--- config.mk ---
export PLATFORM = sky130hd
export DESIGN_NAME = io_write_buffer
export DESIGN_NICKNAME = d
export VERILOG_FILES = /design/src/rtl/io_map_pkg.sv /design/src/rtl/io_debounce.sv /design/src/rtl/io_write_buffer.sv
export SDC_FILE = /design/constraint.sdc
export NUM_CORES = 1
export LEC_CHECK = 0
export ABC_AREA = 1
export CELL_PAD_IN_SITES_DETAIL_PLACEMENT = 0
export CELL_PAD_IN_SITES_GLOBAL_PLACEMENT = 1
export CORE_MARGIN = 2
export CORE_UTILIZATION = 35
export DETAILED_ROUTE_END_ITERATION = 8
export PLACE_DENSITY_LB_ADDON = 0.1
export SLEW_MARGIN = 20
export SYNTH_ARGS = -nofsm -noshare
export SYNTH_HDL_FRONTEND = slang
export SYNTH_SLANG_ARGS = --single-unit
--- constraint.sdc ---
create_clock -name i_clk -period 0.95 [get_ports i_clk]
set_clock_uncertainty 0.05 [all_clocks]
set_input_delay 0.1425 -clock i_clk [delete_from_list [all_inputs] [get_ports i_clk]]
set_output_delay 0.1425 -clock i_clk [all_outputs]
set_load 0.02 [all_outputs]
--- src/rtl/io_map_pkg.sv ---
// Memory-mapped I/O address map shared by the store buffer and the load mux:
// region bases, subregion codes and the byte-lane merge rule.
package io_map_pkg;

  localparam logic [15:0] IO_BASE_OUT = 16'h1000;
  localparam logic [15:0] IO_BASE_SW  = 16'h1001;
  localparam int          BTN_W       = 4;

  typedef enum logic [2:0] {
    REG_LEDR = 3'd0,
    REG_LEDG = 3'd1,
    REG_HEXL = 3'd2,
    REG_HEXH = 3'd3,
    REG_LCD  = 3'd4,
    REG_NONE = 3'd5
  } io_region_e;

  // Writable output subregion for an address; anything else is REG_NONE.
  function automatic io_region_e decode_region(input logic [31:0] addr);
    io_region_e region;
    region = REG_NONE;
    if (addr[31:16] == IO_BASE_OUT) begin
      case (addr[15:12])
        4'h0:    region = REG_LEDR;
        4'h1:    region = REG_LEDG;
        4'h2:    region = REG_HEXL;
        4'h3:    region = REG_HEXH;
        4'h4:    region = REG_LCD;
        default: region = REG_NONE;
      endcase
    end else if (addr[31:16] == IO_BASE_SW) begin
      region = REG_NONE;  // switch window is read-only
    end else begin
      region = REG_NONE;
    end
    return region;
  endfunction

  function automatic logic [31:0] merge_lanes(input logic [31:0] old_val,
                                              input logic [31:0] data,
                                              input logic [3:0]  strb);
    logic [31:0] res;
    res = old_val;
    for (int n = 0; n < 4; n++) begin
      if (strb[n]) begin
        res[8*n +: 8] = data[8*n +: 8];
      end else begin
        res[8*n +: 8] = old_val[8*n +: 8];
      end
    end
    return res;
  endfunction

endpackage

--- src/rtl/io_debounce.sv ---
// Two-flop synchronizer plus stable register for raw input pins.
// With IO_DEBOUNCE_EN defined, each bit only follows after DEBOUNCE_CYCLES stable cycles.
module io_debounce #(
  parameter int WIDTH           = 32,
  parameter int DEBOUNCE_CYCLES = 50000
) (
  input  logic             i_clk,
  input  logic             i_rst_n,
  input  logic [WIDTH-1:0] i_async,
  output logic [WIDTH-1:0] o_stable
);

  logic [WIDTH-1:0] sync_1_q;
  logic [WIDTH-1:0] sync_2_q;
  logic [WIDTH-1:0] stable_q;

  // Metastability filter on the asynchronous pins.
  always_ff @(posedge i_clk or negedge i_rst_n) begin
    if (!i_rst_n) begin
      sync_1_q <= '0;
      sync_2_q <= '0;
    end else begin
      sync_1_q <= i_async;
      sync_2_q <= sync_1_q;
    end
  end

`ifdef IO_DEBOUNCE_EN
  localparam int                CNT_W    = $clog2(DEBOUNCE_CYCLES + 1);
  localparam logic [CNT_W-1:0]  CNT_LAST = CNT_W'(DEBOUNCE_CYCLES - 1);
  localparam logic [CNT_W-1:0]  CNT_ONE  = CNT_W'(1);

  logic [CNT_W-1:0] cnt_q [WIDTH];
  logic [CNT_W-1:0] cnt_d [WIDTH];
  logic [WIDTH-1:0] stable_d;

  // Per-bit mismatch counter; any agreement restarts the count.
  always_comb begin
    stable_d = stable_q;
    for (int i = 0; i < WIDTH; i++) begin
      cnt_d[i] = cnt_q[i];
      if (sync_2_q[i] == stable_q[i]) begin
        cnt_d[i] = '0;
      end else if (cnt_q[i] == CNT_LAST) begin
        stable_d[i] = sync_2_q[i];
        cnt_d[i]    = '0;
      end else begin
        cnt_d[i] = cnt_q[i] + CNT_ONE;
      end
    end
  end

  // Counter and stable-value state.
  always_ff @(posedge i_clk or negedge i_rst_n) begin
    if (!i_rst_n) begin
      stable_q <= '0;
      for (int i = 0; i < WIDTH; i++) begin
        cnt_q[i] <= '0;
      end
    end else begin
      stable_q <= stable_d;
      for (int i = 0; i < WIDTH; i++) begin
        cnt_q[i] <= cnt_d[i];
      end
    end
  end
`else
  // Undebounced: one register after the synchronizer.
  always_ff @(posedge i_clk or negedge i_rst_n) begin
    if (!i_rst_n) begin
      stable_q <= '0;
    end else begin
      stable_q <= sync_2_q;
    end
  end
`endif

  assign o_stable = stable_q;

endmodule

--- src/rtl/io_write_buffer.sv ---
// Store-side I/O buffers (LEDR/LEDG/HEXL/HEXH/LCD) and synchronized SW/BTN input buffers.
// Optional input debounce is selected with the IO_DEBOUNCE_EN macro.
module io_write_buffer
  import io_map_pkg::*;
#(
  parameter int DEBOUNCE_CYCLES = 50000
) (
  input  logic              i_clk,
  input  logic              i_rst_n,
  input  logic              i_st_en,
  input  logic [31:0]       i_st_addr,
  input  logic [31:0]       i_st_data,
  input  logic [3:0]        i_st_strb,
  input  logic              f_io_valid,
  input  logic [31:0]       i_io_sw,
  input  logic [BTN_W-1:0]  i_io_btn,
  output logic [31:0]       b_io_ledr,
  output logic [31:0]       b_io_ledg,
  output logic [31:0]       b_io_hexl,
  output logic [31:0]       b_io_hexh,
  output logic [31:0]       b_io_lcd,
  output logic [31:0]       b_io_sw,
  output logic [31:0]       b_io_btn,
  output logic              o_st_err
);

  io_region_e  region_s;
  logic        st_valid_s;
  logic [31:0] ledr_q, ledr_d;
  logic [31:0] ledg_q, ledg_d;
  logic [31:0] hexl_q, hexl_d;
  logic [31:0] hexh_q, hexh_d;
  logic [31:0] lcd_q,  lcd_d;
  logic        err_q,  err_d;
  logic [BTN_W-1:0] btn_stable_s;

  assign region_s   = decode_region(i_st_addr);
  assign st_valid_s = i_st_en & f_io_valid;

  // Lane merge into the addressed buffer; unmapped or read-only targets flag an error.
  always_comb begin
    ledr_d = ledr_q;
    ledg_d = ledg_q;
    hexl_d = hexl_q;
    hexh_d = hexh_q;
    lcd_d  = lcd_q;
    err_d  = 1'b0;
    if (st_valid_s) begin
      case (region_s)
        REG_LEDR: ledr_d = merge_lanes(ledr_q, i_st_data, i_st_strb);
        REG_LEDG: ledg_d = merge_lanes(ledg_q, i_st_data, i_st_strb);
        REG_HEXL: hexl_d = merge_lanes(hexl_q, i_st_data, i_st_strb);
        REG_HEXH: hexh_d = merge_lanes(hexh_q, i_st_data, i_st_strb);
        REG_LCD:  lcd_d  = merge_lanes(lcd_q,  i_st_data, i_st_strb);
        default:  err_d  = 1'b1;
      endcase
    end else begin
      err_d = 1'b0;
    end
  end

  // Output buffers and error pulse.
  always_ff @(posedge i_clk or negedge i_rst_n) begin
    if (!i_rst_n) begin
      ledr_q <= 32'h0000_0000;
      ledg_q <= 32'h0000_0000;
      hexl_q <= 32'h0000_0000;
      hexh_q <= 32'h0000_0000;
      lcd_q  <= 32'h0000_0000;
      err_q  <= 1'b0;
    end else begin
      ledr_q <= ledr_d;
      ledg_q <= ledg_d;
      hexl_q <= hexl_d;
      hexh_q <= hexh_d;
      lcd_q  <= lcd_d;
      err_q  <= err_d;
    end
  end

  io_debounce #(
    .WIDTH           (32),
    .DEBOUNCE_CYCLES (DEBOUNCE_CYCLES)
  ) u_sw_dbn (
    .i_clk    (i_clk),
    .i_rst_n  (i_rst_n),
    .i_async  (i_io_sw),
    .o_stable (b_io_sw)
  );

  // Buttons are inverted before sync so a cleared flop means "not pressed".
  io_debounce #(
    .WIDTH           (BTN_W),
    .DEBOUNCE_CYCLES (DEBOUNCE_CYCLES)
  ) u_btn_dbn (
    .i_clk    (i_clk),
    .i_rst_n  (i_rst_n),
    .i_async  (~i_io_btn),
    .o_stable (btn_stable_s)
  );

  assign b_io_ledr = ledr_q;
  assign b_io_ledg = ledg_q;
  assign b_io_hexl = hexl_q;
  assign b_io_hexh = hexh_q;
  assign b_io_lcd  = lcd_q;
  assign b_io_btn  = {{(32-BTN_W){1'b0}}, btn_stable_s};
  assign o_st_err  = err_q;

endmodule

== Yosys cells after proc, flatten, opt, wreduce, memory -nomap -nowiden ==
Cells that the tools add are included.
Operators by class
  reductions and logical operators: 23
  equal/unequal tests: 9
  multiplexer cells: 4
  bitwise logic cells: 2
Operators with widths (number)
  3-bit AND reduction: 20
  16-bit by 13-bit == test with 1-bit output, second input constant: 1
  3-bit one-hot mux with 5 select lines: 1
  4-bit by 2-bit == test with 1-bit output, second input constant: 2
  3-bit by 2-bit == test with 1-bit output, second input constant: 2
  5-bit OR reduction: 1
  4-bit by 1-bit == test with 1-bit output, second input constant: 1
  4-bit by 3-bit == test with 1-bit output, second input constant: 1
  4-bit logical NOT: 1
  4-bit NOT: 1
  3-bit by 1-bit == test with 1-bit output, second input constant: 1
  3-bit == test, second input constant: 1
  3-bit logical NOT: 1
  3-bit 2-to-1 mux: 1
  1-bit 2-to-1 mux: 2
  1-bit bitwise AND: 1
Word-level totals
  logic and storage cells: 65
  bits in registers: 269

== Logic depth before layout (Yosys ltp) ==
Gate-level depths: netlist of the first run.
  word-level depth: 7
  gate-level depth with buffers: 10
  mapped depth without buffers: 10

== Modules after synthesis ==
From an unflattened synthesis of the first run, not the netlist that was laid out.
Unflattened totals
  cell total of the unflattened synthesis: 811
  area total of the unflattened synthesis: 9268.9 um^2
By module, submodules not included
  io_write_buffer: sequential area each 4028.9 um^2, area an instance 6566.3 um^2, cells each 703, instances 1
  io_debounce (u_sw_dbn): sequential area each 2402.3 um^2, area an instance 2402.3 um^2, cells each 96, instances 1
  io_debounce (u_btn_dbn): sequential area each 300.3 um^2, area an instance 300.3 um^2, cells each 12, instances 1

== Worst setup path after synthesis of the first run ==
No wires, ideal clock.
  kind: in2reg
  start: in i_st_addr[23]
  end: reg hexl_q[13], in the netlist b_io_hexl[13]
  data arrival time: 1281 ps
  setup time: 120 ps
  stages on the path: 9
  buffers on the path: 1
  path slack: -501 ps
  cell sequence: nor2_1 nand2_1 nor2_4 nand2_2 nor2_8 nand3_4 buf_6 nand2_2 o21ai_2
On the way
  cells in the longest elaborated chain, start to end: 4
RTL lines
  from (decl): line io_write_buffer.sv:11  | input logic [31:0] i_st_addr,
  16-bit by 13-bit == test with 1-bit output: line io_map_pkg.sv:22  | if (addr[31:16] == IO_BASE_OUT) begin
  3-bit 2-to-1 mux: line io_map_pkg.sv:22
  3-bit by 2-bit == test with 1-bit output: line io_write_buffer.sv:49  | case (region_s)
  3-bit AND reduction (no source line)
  to (signal assigned): line io_write_buffer.sv:74  | hexl_q <= hexl_d;
  to (decl): line io_write_buffer.sv:31  | logic [31:0] hexl_q, hexl_d;
Every way passes these cells.
A chain may end at the register's enable or synchronous reset.

== Worst setup path in the final report of the first run ==
  start: reg ledg_q[25], in the netlist b_io_ledg[25]
  end: out b_io_ledg[25]
RTL lines
  from (decl): line io_write_buffer.sv:30  | logic [31:0] ledg_q, ledg_d;
  from (signal assigned): line io_write_buffer.sv:73  | ledg_q <= ledg_d;
  to (decl): line io_write_buffer.sv:18  | output logic [31:0] b_io_ledg,
No word-level cell between the ends.

==> impl_results.md, run 1 <==
* Fin nets at ~1600
* WL final at ~31000 µm
* Max Buffers Root-to-Sink at 3
* Final Hold Vio Count at 0
* Fin crit share at 1.387
* Unrepaired setup endpoints after global routing: yes
* Max FO, Critical Path at 2
* Setup ws final at -0.3681 ns
* VDD IR max at between 0.001 and 0.0015 V
* Final HPWL from detailed placement at 19370 µm
* Die Height at between 150 and 200 µm
* Clock power frac at 0.465
* TritonCTS buffer count at 29
* Critical path class: flop to primary output
* Worst path bufs/invs at 1
* Setup crit end kind: primary output
* Hold Worst Slack at approximately 0.017 ns
* Max stage delay on crit path at 0.42 ns
* Min cycle time layout at between 1 and 1.5 ns
* Status: finished, violations left
* HP Class: input pin to asynchronous set/reset pin
* Net Sw Frac at 0.2249
* Routed via count at 8238
* Fin util at 0.6408
* DRC viols at 0
* Clock transition at path regs at 0.07 ns
* EDFF count, synth at 0
* Share of the yosys chip area belonging to registers at 0.6702
* Asr flop ratio synth at 1.000
* Mapped Area at approximately 10000 µm²
* Vias in the first global route at between 8000 and 9000
* I/O Buffers at roughly 290
* Highest clock rate at approximately 0.76 GHz
* Largest net degree at the start of global routing at 40
* Routed wire length per instance at about 16 µm
* Clk Latency, worst-skew pair at 0.54 ns
* R2R Setup Slk at -0.06 ns
* GRT Total Usage at 0.1920
* FP Rows at between 60 and 70
* Syn_area_per_cell at between 10 and 15 µm²
* Cell accounting for the most synthesized area: dfrtp_1
* Critical path data arrival time at 1.13 ns
* Setup tns final at -66.83 ns
* Final Max Slew Viols at 0
* Starting DRT DRC Count at 361
* NetSw at around 5.8 mW
* Static leakage at between 8 and 9 nW
* Die W at around 170 µm
* Placer Congestion at 0.8064
* Final std cells w/o fill at approximately 1900
* Synth top cells by count: 269 x dfrtp_1, 224 x nand2_1, 108 x inv_1
* Layout cells sized above 1 at 0.5292
* Count leader, synth: dfrtp_1
* Initial Util at 0.3528
* Final setup violation count at between 300 and 400
* Fillers at around 2300
* Layout area overhead at 81.63%
* H-tree depth at 1
* Synth warn at 0
* Critical path, cell by cell: buf_6
* Delay-heaviest family, CP: flip-flops
* Top cells by area, synth: dfrtp_1 67%, nand2_1 8.4%, o21ai_2 5.7%
* Area fraction of the dominant cell type after synthesis at 0.6702
* PD cells at between 1000 and 1500 nW/µm²
* Main flop type after synthesis: dfrtp_1
* Multi-input logic area at 3506 µm²
* Seq cells post-synth at between 200 and 300
* Grt total ovfl at 0
* Antenna violations before repair at 1
* Synth cell types at 22
* Global-route wire length before repair at about 46000 µm
* Clock tree from TritonCTS: yes
* Comb power frac at 0.078
* Storage element area at a little under 7000 µm²
* Failing checks: negative setup slack
* Inst Count DP at around 1700
* Die area at roughly 30000 µm²
* Boundary Pins at 333
* CTS Root Buffer Type: clkbuf_16
* Worst Path Required at ~0.76 ns
* Clk sink count at roughly 270
* 1st-pass router iterations at 6
* Core ar. at 28470 µm²
* Slowest cell on the critical path: dfrtp_1
* Antenna-violating nets left at 0
* P_int at around 20 mW
* Cells after Synth at between 800 and 900
* Setup crit start kind: flop
* Max Cap Viol at 0
* Via/cell ratio at between 4 and 5
* Reg power frac at 0.458
==> layout make-up <==
cell class                 instances  share of cell area
inverter                         111             0.02325
antenna                            1           0.0001372
clock buffer                      38             0.04382
clock inverter                    16             0.01186
multi-input combinational        492              0.1922
sequential                       269              0.3690
tap                              384             0.02634
timing repair buffer             580              0.3334
==> kinds of logic (layout without fill, tap and decap cells) <==
group                  Yosys count  count (layout)  synth area share
AOI/OAI and AO/OA               97              97           0.07262
buffers and inverters          168             745           0.08171
DFF                            269             269            0.6702
other                            1              29         0.0003733
and+or+nand+nor                357             367            0.1751
==> path summary, 6_finish.rpt <==
| check | start | end | depth (start not counted) |
|---|---|---|---|
| min in group i_clk | i_io_btn[0] | u_btn_dbn.sync_1_q[0]$_DFF_PN0_ | 2 |
| worst min register to register | u_sw_dbn.sync_2_q[29]$_DFF_PN0_ | u_sw_dbn.o_stable[29]$_DFF_PN0_ | 0 |
| worst min-delay path | i_rst_n | u_sw_dbn.o_stable[24]$_DFF_PN0_ | 2 |
| max in group asynchronous | i_rst_n | u_sw_dbn.sync_2_q[20]$_DFF_PN0_ | 3 |
| worst max register to register | b_io_ledr[7]$_DFFE_PN0P_ | b_io_ledr[7]$_DFFE_PN0P_ | 5 |
| worst max-delay path | b_io_ledg[25]$_DFFE_PN0P_ | b_io_ledg[25] | 1 |
==> metrics by stage <==
step           power (mW)  instance area (µm²)  setup slack, ns
6_report            25.70                18240          -0.3681
5_1_grt             26.65                18240          -0.4007
4_1_cts             25.92                17050          -0.3913
3_5_place_dp        13.74                14720           -1.085
3_3_place_gp        13.72                14720           -1.067
2_1_floorplan       12.54                10530          -0.4674
==> flip-flops by register name, indices dropped and copies added (netlist names), 4 cells and up <==
register and cells:
b_io_hexh 32, b_io_hexl 32, b_io_lcd 32, b_io_ledg 32
b_io_ledr 32, u_sw_dbn.o_stable 32, u_sw_dbn.sync_1_q 32, u_sw_dbn.sync_2_q 32
u_btn_dbn.o_stable 4, u_btn_dbn.sync_1_q 4, u_btn_dbn.sync_2_q 4
==> per-layer routing <==
| layer | vias to the layer above | global-route usage | wire length (µm) |
|---|---|---|---|
| met5 | - | 0 | 0 |
| met4 | 0 | 0.04802 | 516 |
| met3 | 35 | 0.05504 | 2193 |
| met2 | 216 | 0.3163 | 15040 |
| met1 | 4015 | 0.2508 | 13170 |
| li1 | 3972 | - | - |
==> power groups by stage <==
stage / Combinational (mW) / Clock [mW] / Sequential, mW
floorplan: 0.487 / 0 / 12.1
global placement: 1.78 / 0 / 11.9
detailed placement: 1.78 / 0 / 12.0
CTS: 1.93 / 12.2 / 11.8
global route: 2.15 / 12.7 / 11.8
finish: 2.00 / 11.9 / 11.8
==> timing repair <==
action                     4_1_cts  5_1_grt
hold endpoints to repair       301        0
resized for setup             1297      156
pin swaps                       25       74
cloned                           8       12
setup buffers                   59       55
hold buffers                    33        0
setup endpoints to repair      358      345
==> placed cells by master (no fill, tap or decap), types with 5 or more instances in the layout <==
cell type / count
buf_12: 32
buf_2: 5
buf_4: 187
buf_6: 233
buf_8: 5
bufinv_16: 5
clkbuf_1: 5
clkbuf_16: 37
clkdlybuf4s50_1: 70
clkinv_2: 8
conb_1: 28
dfrtp_1: 269
dlygate4sd3_1: 33
inv_1: 102
inv_2: 6
nand2_1: 137
nand2_2: 84
nand2_4: 16
nand3_2: 30
nand3_4: 27
nand4_1: 32
nor2_1: 8
nor2_4: 19
o21ai_1: 17
o21ai_2: 80
No activity file was read; power rests on OpenSTA's default activity.
==> run 2, diff against run 1 <==
- CAP_MARGIN: not set -> 0
==> results of run 2 <==
Final layout, timing and power as in run 1 (identical DEF).
